[config.mk]
export PLATFORM = sky130hd
export DESIGN_NAME = if_stage
export DESIGN_NICKNAME = d
export VERILOG_FILES = /design/src/rtl/if_stage.sv
export SDC_FILE = /design/constraint.sdc
export NUM_CORES = 1
export LEC_CHECK = 0
export CORE_MARGIN = 3
export CORE_UTILIZATION = 44
export CTS_CLUSTER_SIZE = 8
export DETAILED_ROUTE_END_ITERATION = 8
export GPL_TIMING_DRIVEN = 0
export PLACE_DENSITY = 0.7
export SYNTH_ARGS = -nofsm -noshare
export SYNTH_HDL_FRONTEND = slang
export SYNTH_SLANG_ARGS = --single-unit
export TNS_END_PERCENT = 100
[constraint.sdc]
create_clock -name clk -period 7.3 [get_ports clk]
set_input_delay 1.095 -clock clk [delete_from_list [all_inputs] [get_ports clk]]
set_output_delay 1.095 -clock clk [all_outputs]
set_load 0.02 [all_outputs]
[src/rtl/if_stage.sv]
// Instruction-fetch stage: program counter, instruction-memory address,
// IF/ID pipeline register, ID-stage redirect handling and a saturating
// fetch-stall counter for performance debug.
module if_stage #(
  parameter logic [31:0] RESET_PC = 32'h0000_0000
) (
  input  logic        clk,
  input  logic        reset,
  input  logic        PCWrite,
  input  logic        IFIDWrite,
  input  logic        BranchTaken,
  input  logic        Jump,
  input  logic [31:0] InstData,
  output logic [31:0] InstAddr,
  output logic [31:0] IFIDInstr,
  output logic [31:0] IFIDPCPlus4,
  output logic        IFIDValid,
  output logic [31:0] StallCount
);

  // Source of the next PC value.
  typedef enum logic [1:0] {
    PC_HOLD,
    PC_SEQ,
    PC_BRANCH,
    PC_JUMP
  } pc_sel_t;

  // PC and IF/ID PC+4 are always word aligned, so only bits [31:2] are stored.
  logic [29:0] pc_word;
  logic [29:0] pc_word_next;
  logic [29:0] pc_plus4_word;
  logic [31:0] ifid_instr;
  logic [29:0] ifid_pcp4_word;
  logic        ifid_valid;
  logic [31:0] stall_cnt;

  logic [29:0] branch_offset_word;
  logic [29:0] branch_target_word;
  logic [29:0] jump_target_word;
  pc_sel_t     pc_sel;
  logic        redirect;
  logic        stall_inc;

  assign pc_plus4_word = pc_word + 30'd1;

  // Targets are word addresses; the <<2 of the offset is implicit.
  assign branch_offset_word = {{14{ifid_instr[15]}}, ifid_instr[15:0]};
  assign branch_target_word = ifid_pcp4_word + branch_offset_word;
  assign jump_target_word   = {ifid_pcp4_word[29:26], ifid_instr[25:0]};

  // Select next-PC source: a valid-qualified redirect beats any stall, jump beats branch.
  always_comb begin
    pc_sel = PC_HOLD;
    if (ifid_valid && Jump) begin
      pc_sel = PC_JUMP;
    end else if (ifid_valid && BranchTaken) begin
      pc_sel = PC_BRANCH;
    end else if (PCWrite) begin
      pc_sel = PC_SEQ;
    end
  end

  assign redirect  = (pc_sel == PC_JUMP) || (pc_sel == PC_BRANCH);
  assign stall_inc = !PCWrite && !redirect;

  // Next-PC multiplexer.
  always_comb begin
    pc_word_next = pc_word;
    case (pc_sel)
      PC_SEQ:    pc_word_next = pc_plus4_word;
      PC_BRANCH: pc_word_next = branch_target_word;
      PC_JUMP:   pc_word_next = jump_target_word;
      default:   pc_word_next = pc_word;
    endcase
  end

  // Program counter register.
  always_ff @(posedge clk or posedge reset) begin
    if (reset) begin
      pc_word <= RESET_PC[31:2];
    end else begin
      pc_word <= pc_word_next;
    end
  end

  // IF/ID pipeline register: bubble on redirect, otherwise load when enabled.
  always_ff @(posedge clk or posedge reset) begin
    if (reset) begin
      ifid_instr     <= '0;
      ifid_pcp4_word <= '0;
      ifid_valid     <= 1'b0;
    end else if (redirect) begin
      ifid_instr     <= '0;
      ifid_pcp4_word <= '0;
      ifid_valid     <= 1'b0;
    end else if (IFIDWrite) begin
      ifid_instr     <= InstData;
      ifid_pcp4_word <= pc_plus4_word;
      ifid_valid     <= 1'b1;
    end
  end

  // Saturating count of fetch-stall edges.
  always_ff @(posedge clk or posedge reset) begin
    if (reset) begin
      stall_cnt <= '0;
    end else if (stall_inc && (stall_cnt != '1)) begin
      stall_cnt <= stall_cnt + 32'd1;
    end
  end

  assign InstAddr    = {pc_word, 2'b00};
  assign IFIDInstr   = ifid_instr;
  assign IFIDPCPlus4 = {ifid_pcp4_word, 2'b00};
  assign IFIDValid   = ifid_valid;
  assign StallCount  = stall_cnt;

endmodule

* Yosys cells after proc, flatten, opt, wreduce, memory -nomap -nowiden *
Cells that the tools add are included.

operators by class
  $add $sub $neg = 3
  equality and inequality tests = 4
  muxes and demuxes = 10
  reductions and logical operators = 9

operators with widths
  kind                   number
  $pmux 30 s3            1
  $mux 32                2
  $mux 30                2
  $add 32x1->32 const B  1
  $ne 32x32->1 const B   1
  $add 30x1->30 const B  1
  $add 30x30->30         1
  $eq 2x2->1 const B     2
  $logic_and 1x1->1      4
  $mux 2                 2
  $mux 1                 3
  $reduce_bool 3->1      1
  $eq 2x1->1 const B     1
  $logic_not 1->1        2
  $reduce_bool 2->1      1
  $logic_or 1x1->1       1

word-level totals
  register bits after elaboration = 125
  output and inout port bits = 129
  logic and storage cells = 31

* Depth between registers and ports, before layout *
Gate-level depths: netlist of run 1.

  depth after elaboration = 8
  depth in mapped cells = 10
  depth with buffers taken out = 10

* Worst setup path after synthesis of run 1 *
OpenSTA, ideal clock, no wires.

  path type = register to register
  start = reg ifid_instr[15] (netlist: IFIDInstr[15])
  end = reg pc_word[29]
  library setup time = 69 ps
  arrival time = 2632 ps
  required time = 7231 ps
  path slack = 4599 ps
  stages on the path, launching flop included = 9
  buffers on the path = 1
  path through = dfrtp_1 -> ha_1 -> clkbuf_1 -> a21oi_1 -> o21ai_0 -> or3_1 -> o22ai_1 -> mux2_2 -> nand3_1

between the ends
  word-level cells in the longest chain between the ends = 2

RTL lines
  item                    RTL line  source
  start, declared         33        logic [31:0] ifid_instr;
  start signal, assigned  98        ifid_instr <= InstData;
  $add 30x30->30          49        assign branch_target_word = ifid_pcp4_word + branch_offset_word;
  $pmux 30 s3             70        case (pc_sel)
  end signal, assigned    81        pc_word <= RESET_PC[31:2];
  end signal, assigned    83        pc_word <= pc_word_next;
  end, declared           30        logic [29:0] pc_word;

No other way between the ends.
A chain may end at the register's enable or synchronous reset.

* Worst setup path after layout of run 1 *
  start = in Jump
  end = reg pc_word[9]

between the ends
  word-level cells in the longest chain between the ends = 4

RTL lines
  item                                              RTL line  source
  start, declared                                   12        input logic Jump,
  $logic_and 1x1->1 *                               55        if (ifid_valid && Jump) begin
  $mux 2 *                                          55
  $eq 2x2->1 or $eq 2x1->1 (tied branches)          70
  $pmux 30 s3 or $reduce_bool 3->1 (tied branches)  -

Every way passes the cells marked *; elsewhere a longest branch is shown, timed or not.

==> results.ini, run 1 <==
[hold_path]
hp-class = register to register

[clock_tree]
htree_levels = 4
cts_setup_buffers = 0
clk_pin_slew_ps = 60
root_buffer = clkbuf_16
cts_made_buffers = 17
clkLatencyLatePin_ps = 430
cts-resized-gates = 0
tritoncts = yes
cts_hold_buf = 0
clk_path_buf_depth = 2
numClockSinks = 125

[placement]
io_buffers = 160
dp_hpwl_um = 19360
dpl_cell_area_um2 = 9931
routabilityCongestion = 0.9408
dp_cells = 1304

[final_layout]
postLayoutCellArea_um2 = 10520
fin_util = 0.5996
areaGrowthSynthToFinish_pct = 31.37
n_fill_cell = 1568
seqCellArea_um2 = 3128
nNetsFinal = 1168
stdcell_count = 1336
diodes = 0
final_common_cell = clkdlybuf4s50_1
layout_common_cells = clkdlybuf4s50_1 (160), dfrtp_1 (125), nor2_1 (117), a21oi_1 (77), nand2_1 (70)
drive_above_1_share = 0.05221
multiInputGateArea_um2 = 4616

[logic_synthesis]
synth_top_area_frac = 0.3908
synth_top_flop_cell = dfrtp_1
ys_async_sr_fraction = 1.000
synth_edf_count = 0
ys_seq_elements = 125
synth_cell_types = 62
synth.area.top_cells = dfrtp_1 (39%), nor2_1 (5.5%), ha_1 (4.8%)
synth_area_um2 = 8004
syn_area_per_cell_um2 = 8.747
ys_seq_area_frac = 0.3908
synth_warnings = 0
synth_cells = 915
yosysTopAreaCell = dfrtp_1

[worst_setup_path]
crit_buf_inv = 4
path_common_cell = clkbuf_1
end_kind = register
critPathMaxStageDelay_ps = 610
critical_path.startpoint_type = input pin
required_ps = 7630
crit_family = buffers and inverters
cp_slowest_cell = clkbuf_1
path_cells = clkdlybuf4s50_1, and2_1, clkbuf_1, clkbuf_1, buf_1, a21oi_1, o22ai_1
critPathKind = input pin to register
crit_arrival_ps = 3770
crit_path_max_fanout = 10

[power]
p_sw_mw = 1.420
pwr-share-comb = 0.427
power_frac_clock = 0.249
power_density_nw_per_um2 = 324.2
internal_power_mw = 1.989
p_leak_nw = 4.512
p_sw_frac = 0.4165
pwr-share-seq = 0.325
fin_total_pwr_mw = 3.409
peakVddDrop_mv = 0.1934

[global_routing]
grt_pass1_vias = 7525
antenna_found_initial = 0
grt_usage = 0.2691
grt_start_max_net_pins = 76
grt_pass1_wl_um = 42220
grt.overflow.total = 0

[route]
avgRoutedWirePerCell_um = 19.77
wirelength_um = 26420
drtIter0Drc = 798
met3WireLength_um = 2579
num_vias = 7997
detail-route-antenna-nets = 0
met1_length_um = 11150
viasPerCell = 5.986
drt-pass1-iter-count = 5
drc_errors = 0
dr_wl_met2_um = 12120
maxUsedRoutingLayer = met4

[floorplanning]
die_h_um = 140.9
floorplan.initialDensity = 0.4564
rows = 48
die_area_um2 = 19850
die_w_um = 140.9
core_um2 = 17540
io_pins = 167

[sta]
finalCritPeriodShare = 0.4706
fin_crit_ps = 3436
rsz0062_at_grt = no
relSlewSlack = 0.3889
setup_tns_ps = 0
maxSlewViolCount = 0
tightest_slew_ps = 913.3
fmax_ghz = 0.2911
worst_clock_skew_ps = 6.407
final_hold_viol_count = 0
finalSetupViolations = 0

[flow_run]
cap_violations = 0

[outcome]
outcome = finished clean

## final cells by class
| class | count | area share |
|---|---|---|
| Multi-Input combinational cell | 726 | 0.4390 |
| Sequential cell | 125 | 0.2975 |
| Timing Repair Buffer | 161 | 0.1549 |
| Clock buffer | 18 | 0.04177 |
| Tap cell | 225 | 0.02677 |
| Buffer | 55 | 0.02154 |
| Clock inverter | 14 | 0.01380 |
| Inverter | 12 | 0.004760 |
## worst register-to-register path: cells and delay by family (launching register included)
family,cells,cell delay [ps]
compound gates,4,980
xor+xnor,1,270
buf+inv,1,220
flops,1,880
simple gates,1,380
fa+ha+maj,1,360
## state kept, by name, summed over array words and instances, names as in the netlist
signal and count:
StallCount 32, IFIDInstr 32, IFIDValid 1, pc_word 30, ifid_pcp4_word 30
## power groups by stage
stage          Sequential (mW)  Combinational (mW)  Clock (mW)
5_1_grt                   1.13                1.58       0.886
4_1_cts                   1.10                1.45       0.853
3_5_place_dp              1.11                1.43           0
6_report                  1.11                1.45       0.848
3_3_place_gp              1.11                1.42           0
2_1_floorplan             1.23               0.681           0
## path summary, 6_finish.rpt
check,start,endpoint,slack (ps),cells after the start
worst min-delay path,StallCount[11],StallCount[11],490,1
worst max register to register,IFIDInstr[15],pc_word[21],4060,8
worst min register to register,StallCount[11],StallCount[11],490,1
worst max-delay path,Jump,pc_word[9],3860,7
min in group asynchronous,reset,StallCount[9],1080,2
max in group asynchronous,reset,pc_word[16],5460,3
## logic make-up (layout without fill, tap and decap cells)
kind of cell,after synthesis,in the layout,synth area share
fa+ha+maj,32,32,0.05096
simple gates,335,335,0.2051
xor+xnor,81,81,0.08864
flops,125,125,0.3908
buf+inv,67,260,0.03392
other cells,1,4,0.0004685
mux,37,37,0.04643
compound gates,237,237,0.1837
## metal layers
layer / vias to the layer above / track usage
met5: - / 0
met2: 429 / 0.4163
met1: 3841 / 0.3753
met4: 0 / 0.07598
met3: 53 / 0.06954
li1: 3674 / -
## cells in the mapped netlist, drive strengths merged, types with 4 or more instances
cell type    n
a211oi      30
a21o        10
a21oi       78
a31oi       16
a41oi        6
and2        12
and3        21
and4         9
buf         15
clkbuf      40
dfrtp      125
ha          31
inv         12
mux2i       36
nand2       72
nand2b       9
nand3       46
nand4       20
nor2       117
nor2b        4
nor3         9
nor4         5
o21a         4
o21ai       47
o22ai       14
o31ai        5
or2          4
or3          6
xnor2       41
xor2        40
## through the flow
step	worst slack (ps)	hold WS, ps
floorplan	2877	588.7
global placement	900.6	478.4
detailed placement	3529	484.3
CTS	3984	492.5
global route	3799	518.8
finish	3864	492.5
Note: power is estimated with default switching activity, not from simulation.
==> inputs of run 2 (changes only) <==
clock period = 3.52 ns   (was 7.3 ns; I/O delays follow)
==> run 2 against run 1 <==
Setup slack got worse by 3600 ps. Critical endpoint is now pc_word[25]. Hold slack got worse by 2.9 ps. Routed wire length grew 0.36%. Sequential power rose by 110%. Die area is the same. First-iteration DRC count decreased by 19%. Critical path depth is 1 higher.
==> results.ini, run 2 (same netlist as run 1, synthesis figures left out) <==
[final_layout]
postLayoutCellArea_um2 = 10510  ; about the same
drive_above_1_share = 0.04856  ; -0.003644
n_fill_cell = 1547  ; -1.3%
nNetsFinal = 1170  ; +0.17%
final_common_cell = clkdlybuf4s50_1
diodes = 0  ; unchanged
stdcell_count = 1337  ; +0.075%
areaGrowthSynthToFinish_pct = 31.30  ; about the same
multiInputGateArea_um2 = 4616  ; unchanged
fin_util = 0.5992  ; about the same
layout_common_cells = clkdlybuf4s50_1 (160), dfrtp_1 (125), nor2_1 (117), a21oi_1 (77), nand2_1 (70)
seqCellArea_um2 = 3128  ; unchanged

[worst_setup_path]
worst_r2r_path_depth = 8  ; unchanged
critical_path.startpoint_type = register
r2r_slack_ps = 280  ; -3780 ps
worstReg2RegEnd = pc_word[25]
crit_family = compound AO/OA/AOI/OAI gates
crit_path_max_fanout = 21  ; +11
path_cells = ha_1, clkbuf_1, a21oi_1, o21ai_0, or3_1, o22ai_1, mux2i_1, o2bb2ai_1
cp_slowest_cell = dfrtp_1
crit_arrival_ps = 3520  ; -250 ps
critPathMaxStageDelay_ps = 860  ; +250 ps
required_ps = 3810  ; -3820 ps
r2r_start = IFIDInstr[15]
crit_buf_inv = 1  ; -3
path_depth = 8  ; +1
critPathKind = register to register
end_kind = register

[power]
fin_total_pwr_mw = 6.968  ; +100%
p_leak_nw = 4.512  ; about the same
power_density_nw_per_um2 = 663.1  ; +100%
peakVddDrop_mv = 0.4063  ; +110%

[floorplanning]
die_h_um = 140.9  ; unchanged
core_um2 = 17540  ; unchanged
rows = 48  ; unchanged
die_area_um2 = 19850  ; unchanged
die_w_um = 140.9  ; unchanged
floorplan.initialDensity = 0.4564  ; unchanged
io_pins = 167  ; unchanged

[sta]
relSlewSlack = 0.4127  ; +0.02375
worst_clock_skew_ps = 7.907  ; +1.500 ps
rsz0062_at_grt = no
setup_tns_ps = 0  ; unchanged
tightest_slew_ps = 877.8  ; -35.50 ps
holdWs_ps = 489.6  ; -2.903 ps
maxSlewViolCount = 0  ; unchanged
finalCritPeriodShare = 0.9199
setup_ws_ps = 281.9  ; -3582 ps
finalSetupViolations = 0  ; unchanged
final_hold_viol_count = 0  ; unchanged
fmax_ghz = 0.3088
fin_crit_ps = 3238

[route]
detail-route-antenna-nets = 0  ; unchanged
drtIter0Drc = 643  ; -19%
avgRoutedWirePerCell_um = 19.83  ; +0.29%
viasPerCell = 5.883  ; -1.7%
drc_errors = 0  ; unchanged
drt-pass1-iter-count = 5  ; unchanged
num_vias = 7865  ; -1.7%
wirelength_um = 26510  ; +0.36%

[global_routing]
grt_start_max_net_pins = 42  ; -45%
antenna_found_initial = 0  ; unchanged
grt.overflow.total = 0  ; unchanged
grt_pass1_vias = 7471  ; -0.72%
grt_usage = 0.2680  ; -0.001071
grt_pass1_wl_um = 41830  ; -0.93%

[hold_path]
hp-class = input pin to async pin

[clock_tree]
clk_path_buf_depth = 2  ; unchanged
tritoncts = yes
cts_setup_buffers = 0  ; unchanged
htree_levels = 4  ; unchanged
cts-resized-gates = 0  ; unchanged
clkLatencyLatePin_ps = 430  ; about the same
root_buffer = clkbuf_16
cts_hold_buf = 0  ; unchanged
numClockSinks = 125  ; unchanged
clk_pin_slew_ps = 60  ; about the same
cts_made_buffers = 17  ; unchanged

[placement]
routabilityCongestion = 0.9271  ; -1.5%
dpl_cell_area_um2 = 9962  ; +0.31%
dp_cells = 1306  ; +0.15%
io_buffers = 160  ; unchanged
dp_hpwl_um = 19500  ; +0.72%
post-place-ws_ps = 287.4  ; -3242 ps

[outcome]
outcome = finished clean

[flow_run]
cap_violations = 0  ; unchanged

-- run 2: cell types whose count changed in the layout (fill, tap and decap cells not counted) --
cell        before  now
bufinv_16        2    1
buf_12           0    3
clkinvlp_4       4    2
clkbuf_1        40   45
clkinv_4         3    1
buf_16           1    0
clkbuf_8         1    3
clkinv_2         4    3
inv_6            2    0
-- run 2: final cells by class --
class | count | area share
repair buffers | 163 | 0.1581
flip-flops and latches | 125 | 0.2977
clock buffers | 25 | 0.04620
well taps | 225 | 0.02679
clock inverters | 6 | 0.005834
plain buffers | 55 | 0.02155
multi-input cells | 726 | 0.4392
inverters | 12 | 0.004643
-- run 2: how the worst max path moves through the flow --
stage | start | end | slack (ps)
after global routing | IFIDInstr[15] | pc_word[25] | 120
after global placement | reset | pc_word[10] | 180
after CTS | IFIDInstr[15] | pc_word[25] | 300
final | IFIDInstr[15] | pc_word[25] | 280
after detailed placement | Jump | pc_word[9] | 290
after floorplan | IFIDInstr[15] | pc_word[29] | 820
-- run 2: power breakdown --
| group | switching, mW | total (mW) | internal (mW) |
|---|---|---|---|
| clock | 0.634 | 1.65 | 1.02 |
| sequential | 0.522 | 2.29 | 1.77 |
| combinational | 1.72 | 3.03 | 1.30 |
| total | 2.88 | 6.97 | 4.09 |
-- run 2: per-layer routing --
layer  track usage  wire, um  vias to the layer above
met1        0.3775     11460                     3750
met3       0.05529      2274                       65
met2        0.4133     12060                      360
met4       0.09026       716                        0
li1              -         -                     3690
met5             0         0                        -
==> inputs of run 3 (changes only) <==
HOLD_SLACK_MARGIN = 0.02   (was default)
MAX_ROUTING_LAYER = met4   (was default)
clock period = 3.6 ns   (was 3.52 ns; I/O delays follow)
==> run 3 against run 2 <==
First-iteration DRC count increased by 22%. Power grew 0.66%. Largest power group unchanged. Hold slack is essentially flat. Clock-buffer cell count shrank 2. Routed wire length increased by 0.75%. Critical path type unchanged. Clock skew rose by 1.9 ps. Largest cell class unchanged. Register-to-register slack better by 40 ps. Sequential share of layout area fell by 0.21 points. Utilization rose by 0.43 points. Critical endpoint is now pc_word[21]. Combinational power fell by 3%.
==> results.ini, run 3 (same netlist as run 1, synthesis figures left out) <==
[worst_setup_path]
critPathKind = register to register
end_kind = register
crit_path_max_fanout = 21  ; unchanged
crit_arrival_ps = 3550  ; +30 ps
critical_path.startpoint_type = register
required_ps = 3870  ; +60 ps

[final_layout]
postLayoutCellArea_um2 = 10580  ; +0.71%
n_fill_cell = 1559  ; +0.78%
drive_above_1_share = 0.05211  ; +0.003550
layout_common_cells = clkdlybuf4s50_1 (160), dfrtp_1 (125), nor2_1 (117), a21oi_1 (77), nand2_1 (70)
stdcell_count = 1338  ; +0.075%
final_common_cell = clkdlybuf4s50_1
multiInputGateArea_um2 = 4616  ; unchanged
areaGrowthSynthToFinish_pct = 32.23
fin_util = 0.6035  ; +0.004281
diodes = 0  ; unchanged
nNetsFinal = 1170  ; unchanged
seqCellArea_um2 = 3128  ; unchanged

[global_routing]
grt_start_max_net_pins = 41  ; -2.4%
grt.overflow.total = 0  ; unchanged
grt_usage = 0.2838  ; +0.01572
grt_pass1_wl_um = 43420  ; +3.8%
grt_pass1_vias = 7734  ; +3.5%
antenna_found_initial = 0  ; unchanged

[floorplanning]
die_area_um2 = 19850  ; unchanged
die_w_um = 140.9  ; unchanged
io_pins = 167  ; unchanged
die_h_um = 140.9  ; unchanged
floorplan.initialDensity = 0.4564  ; unchanged
rows = 48  ; unchanged
core_um2 = 17540  ; unchanged

[clock_tree]
cts_setup_buffers = 0  ; unchanged
root_buffer = clkbuf_16
cts-resized-gates = 0  ; unchanged
numClockSinks = 125  ; unchanged
cts_made_buffers = 17  ; unchanged
htree_levels = 4  ; unchanged
tritoncts = yes
clk_pin_slew_ps = 60  ; about the same
clk_path_buf_depth = 2  ; unchanged
cts_hold_buf = 0  ; unchanged
clkLatencyLatePin_ps = 430  ; about the same

[outcome]
outcome = finished clean

[sta]
holdWs_ps = 490.0  ; +0.3810 ps
fin_crit_ps = 3273  ; +35.44 ps
finalCritPeriodShare = 0.9093  ; -0.01060
tightest_slew_ps = 892.3  ; +14.55 ps
maxSlewViolCount = 0  ; unchanged
relSlewSlack = 0.4029  ; -0.009735
final_hold_viol_count = 0  ; unchanged
fmax_ghz = 0.3055  ; -1.1%
worst_clock_skew_ps = 9.773  ; +1.866 ps
rsz0062_at_grt = no
setup_tns_ps = 0  ; unchanged
finalSetupViolations = 0  ; unchanged

[route]
drt-pass1-iter-count = 5  ; unchanged
avgRoutedWirePerCell_um = 19.97  ; +0.68%
wirelength_um = 26710  ; +0.75%
viasPerCell = 5.862  ; -0.35%
drtIter0Drc = 783  ; +22%
drc_errors = 0  ; unchanged
detail-route-antenna-nets = 0  ; unchanged
num_vias = 7843  ; -0.28%

[placement]
dp_cells = 1306  ; unchanged
dp_hpwl_um = 19730  ; +1.2%
routabilityCongestion = 0.9300  ; +0.31%
io_buffers = 160  ; unchanged
dpl_cell_area_um2 = 9962  ; unchanged

[hold_path]
hp-class = register to register

[flow_run]
cap_violations = 0  ; unchanged

[power]
p_leak_nw = 4.536  ; +0.54%
power_density_nw_per_um2 = 662.7  ; about the same
peakVddDrop_mv = 0.4454  ; +9.6%

==> run 3: layout make-up <==
cell class | count | area share
Multi-Input combinational cell | 726 | 0.4361
Sequential cell | 125 | 0.2955
Timing Repair Buffer | 163 | 0.1570
Clock buffer | 23 | 0.04610
Tap cell | 225 | 0.02660
Buffer | 55 | 0.02140
Clock inverter | 9 | 0.01265
Inverter | 12 | 0.004610
==> run 3: worst max-delay path, stage by stage, from the launching register on <==
cell and delay, ps:
dfrtp_1 860, ha_1 350, clkbuf_1 220, a21oi_1 280, o21ai_0 200, or3_1 390, o22ai_1 400, xor2_1 280
o22ai_1 120
==> run 3: layer usage <==
| layer | global-route usage | part of all wire | wire (um) |
|---|---|---|---|
| met5 | - | 0 | 0 |
| met4 | 0.1020 | 0.024 | 646 |
| met3 | 0.06140 | 0.080 | 2134 |
| met2 | 0.4224 | 0.46 | 12240 |
| met1 | 0.3835 | 0.44 | 11700 |
==> run 3: per-stage QoR <==
stage / power [mW] / setup WS (ps)
after CTS: 6.995 / 387.0
after detailed placement: 5.155 / 418.4
final: 7.014 / 326.5
after global routing: 7.399 / 166.2
after global placement: 5.116 / 245.0
after floorplan: 3.877 / 899.1
==> run 3: worst paths after layout <==
kind	startpoint	end	slack (ps)	depth (start not counted)
max	IFIDInstr[15]	pc_word[21]	330	8
min	StallCount[11]	StallCount[11]	490	1
max reg2reg	IFIDInstr[15]	pc_word[21]	330	8
min reg2reg	StallCount[11]	StallCount[11]	490	1
max in group asynchronous	reset	pc_word[12]	2200	4
min in group asynchronous	reset	IFIDInstr[28]	520	2
==> run 3: where the power goes <==
part	leakage [nW]	switching, mW	internal (mW)
Sequential	1.64	0.512	1.73
Clock	0.292	0.661	1.16
Combinational	2.60	1.68	1.27
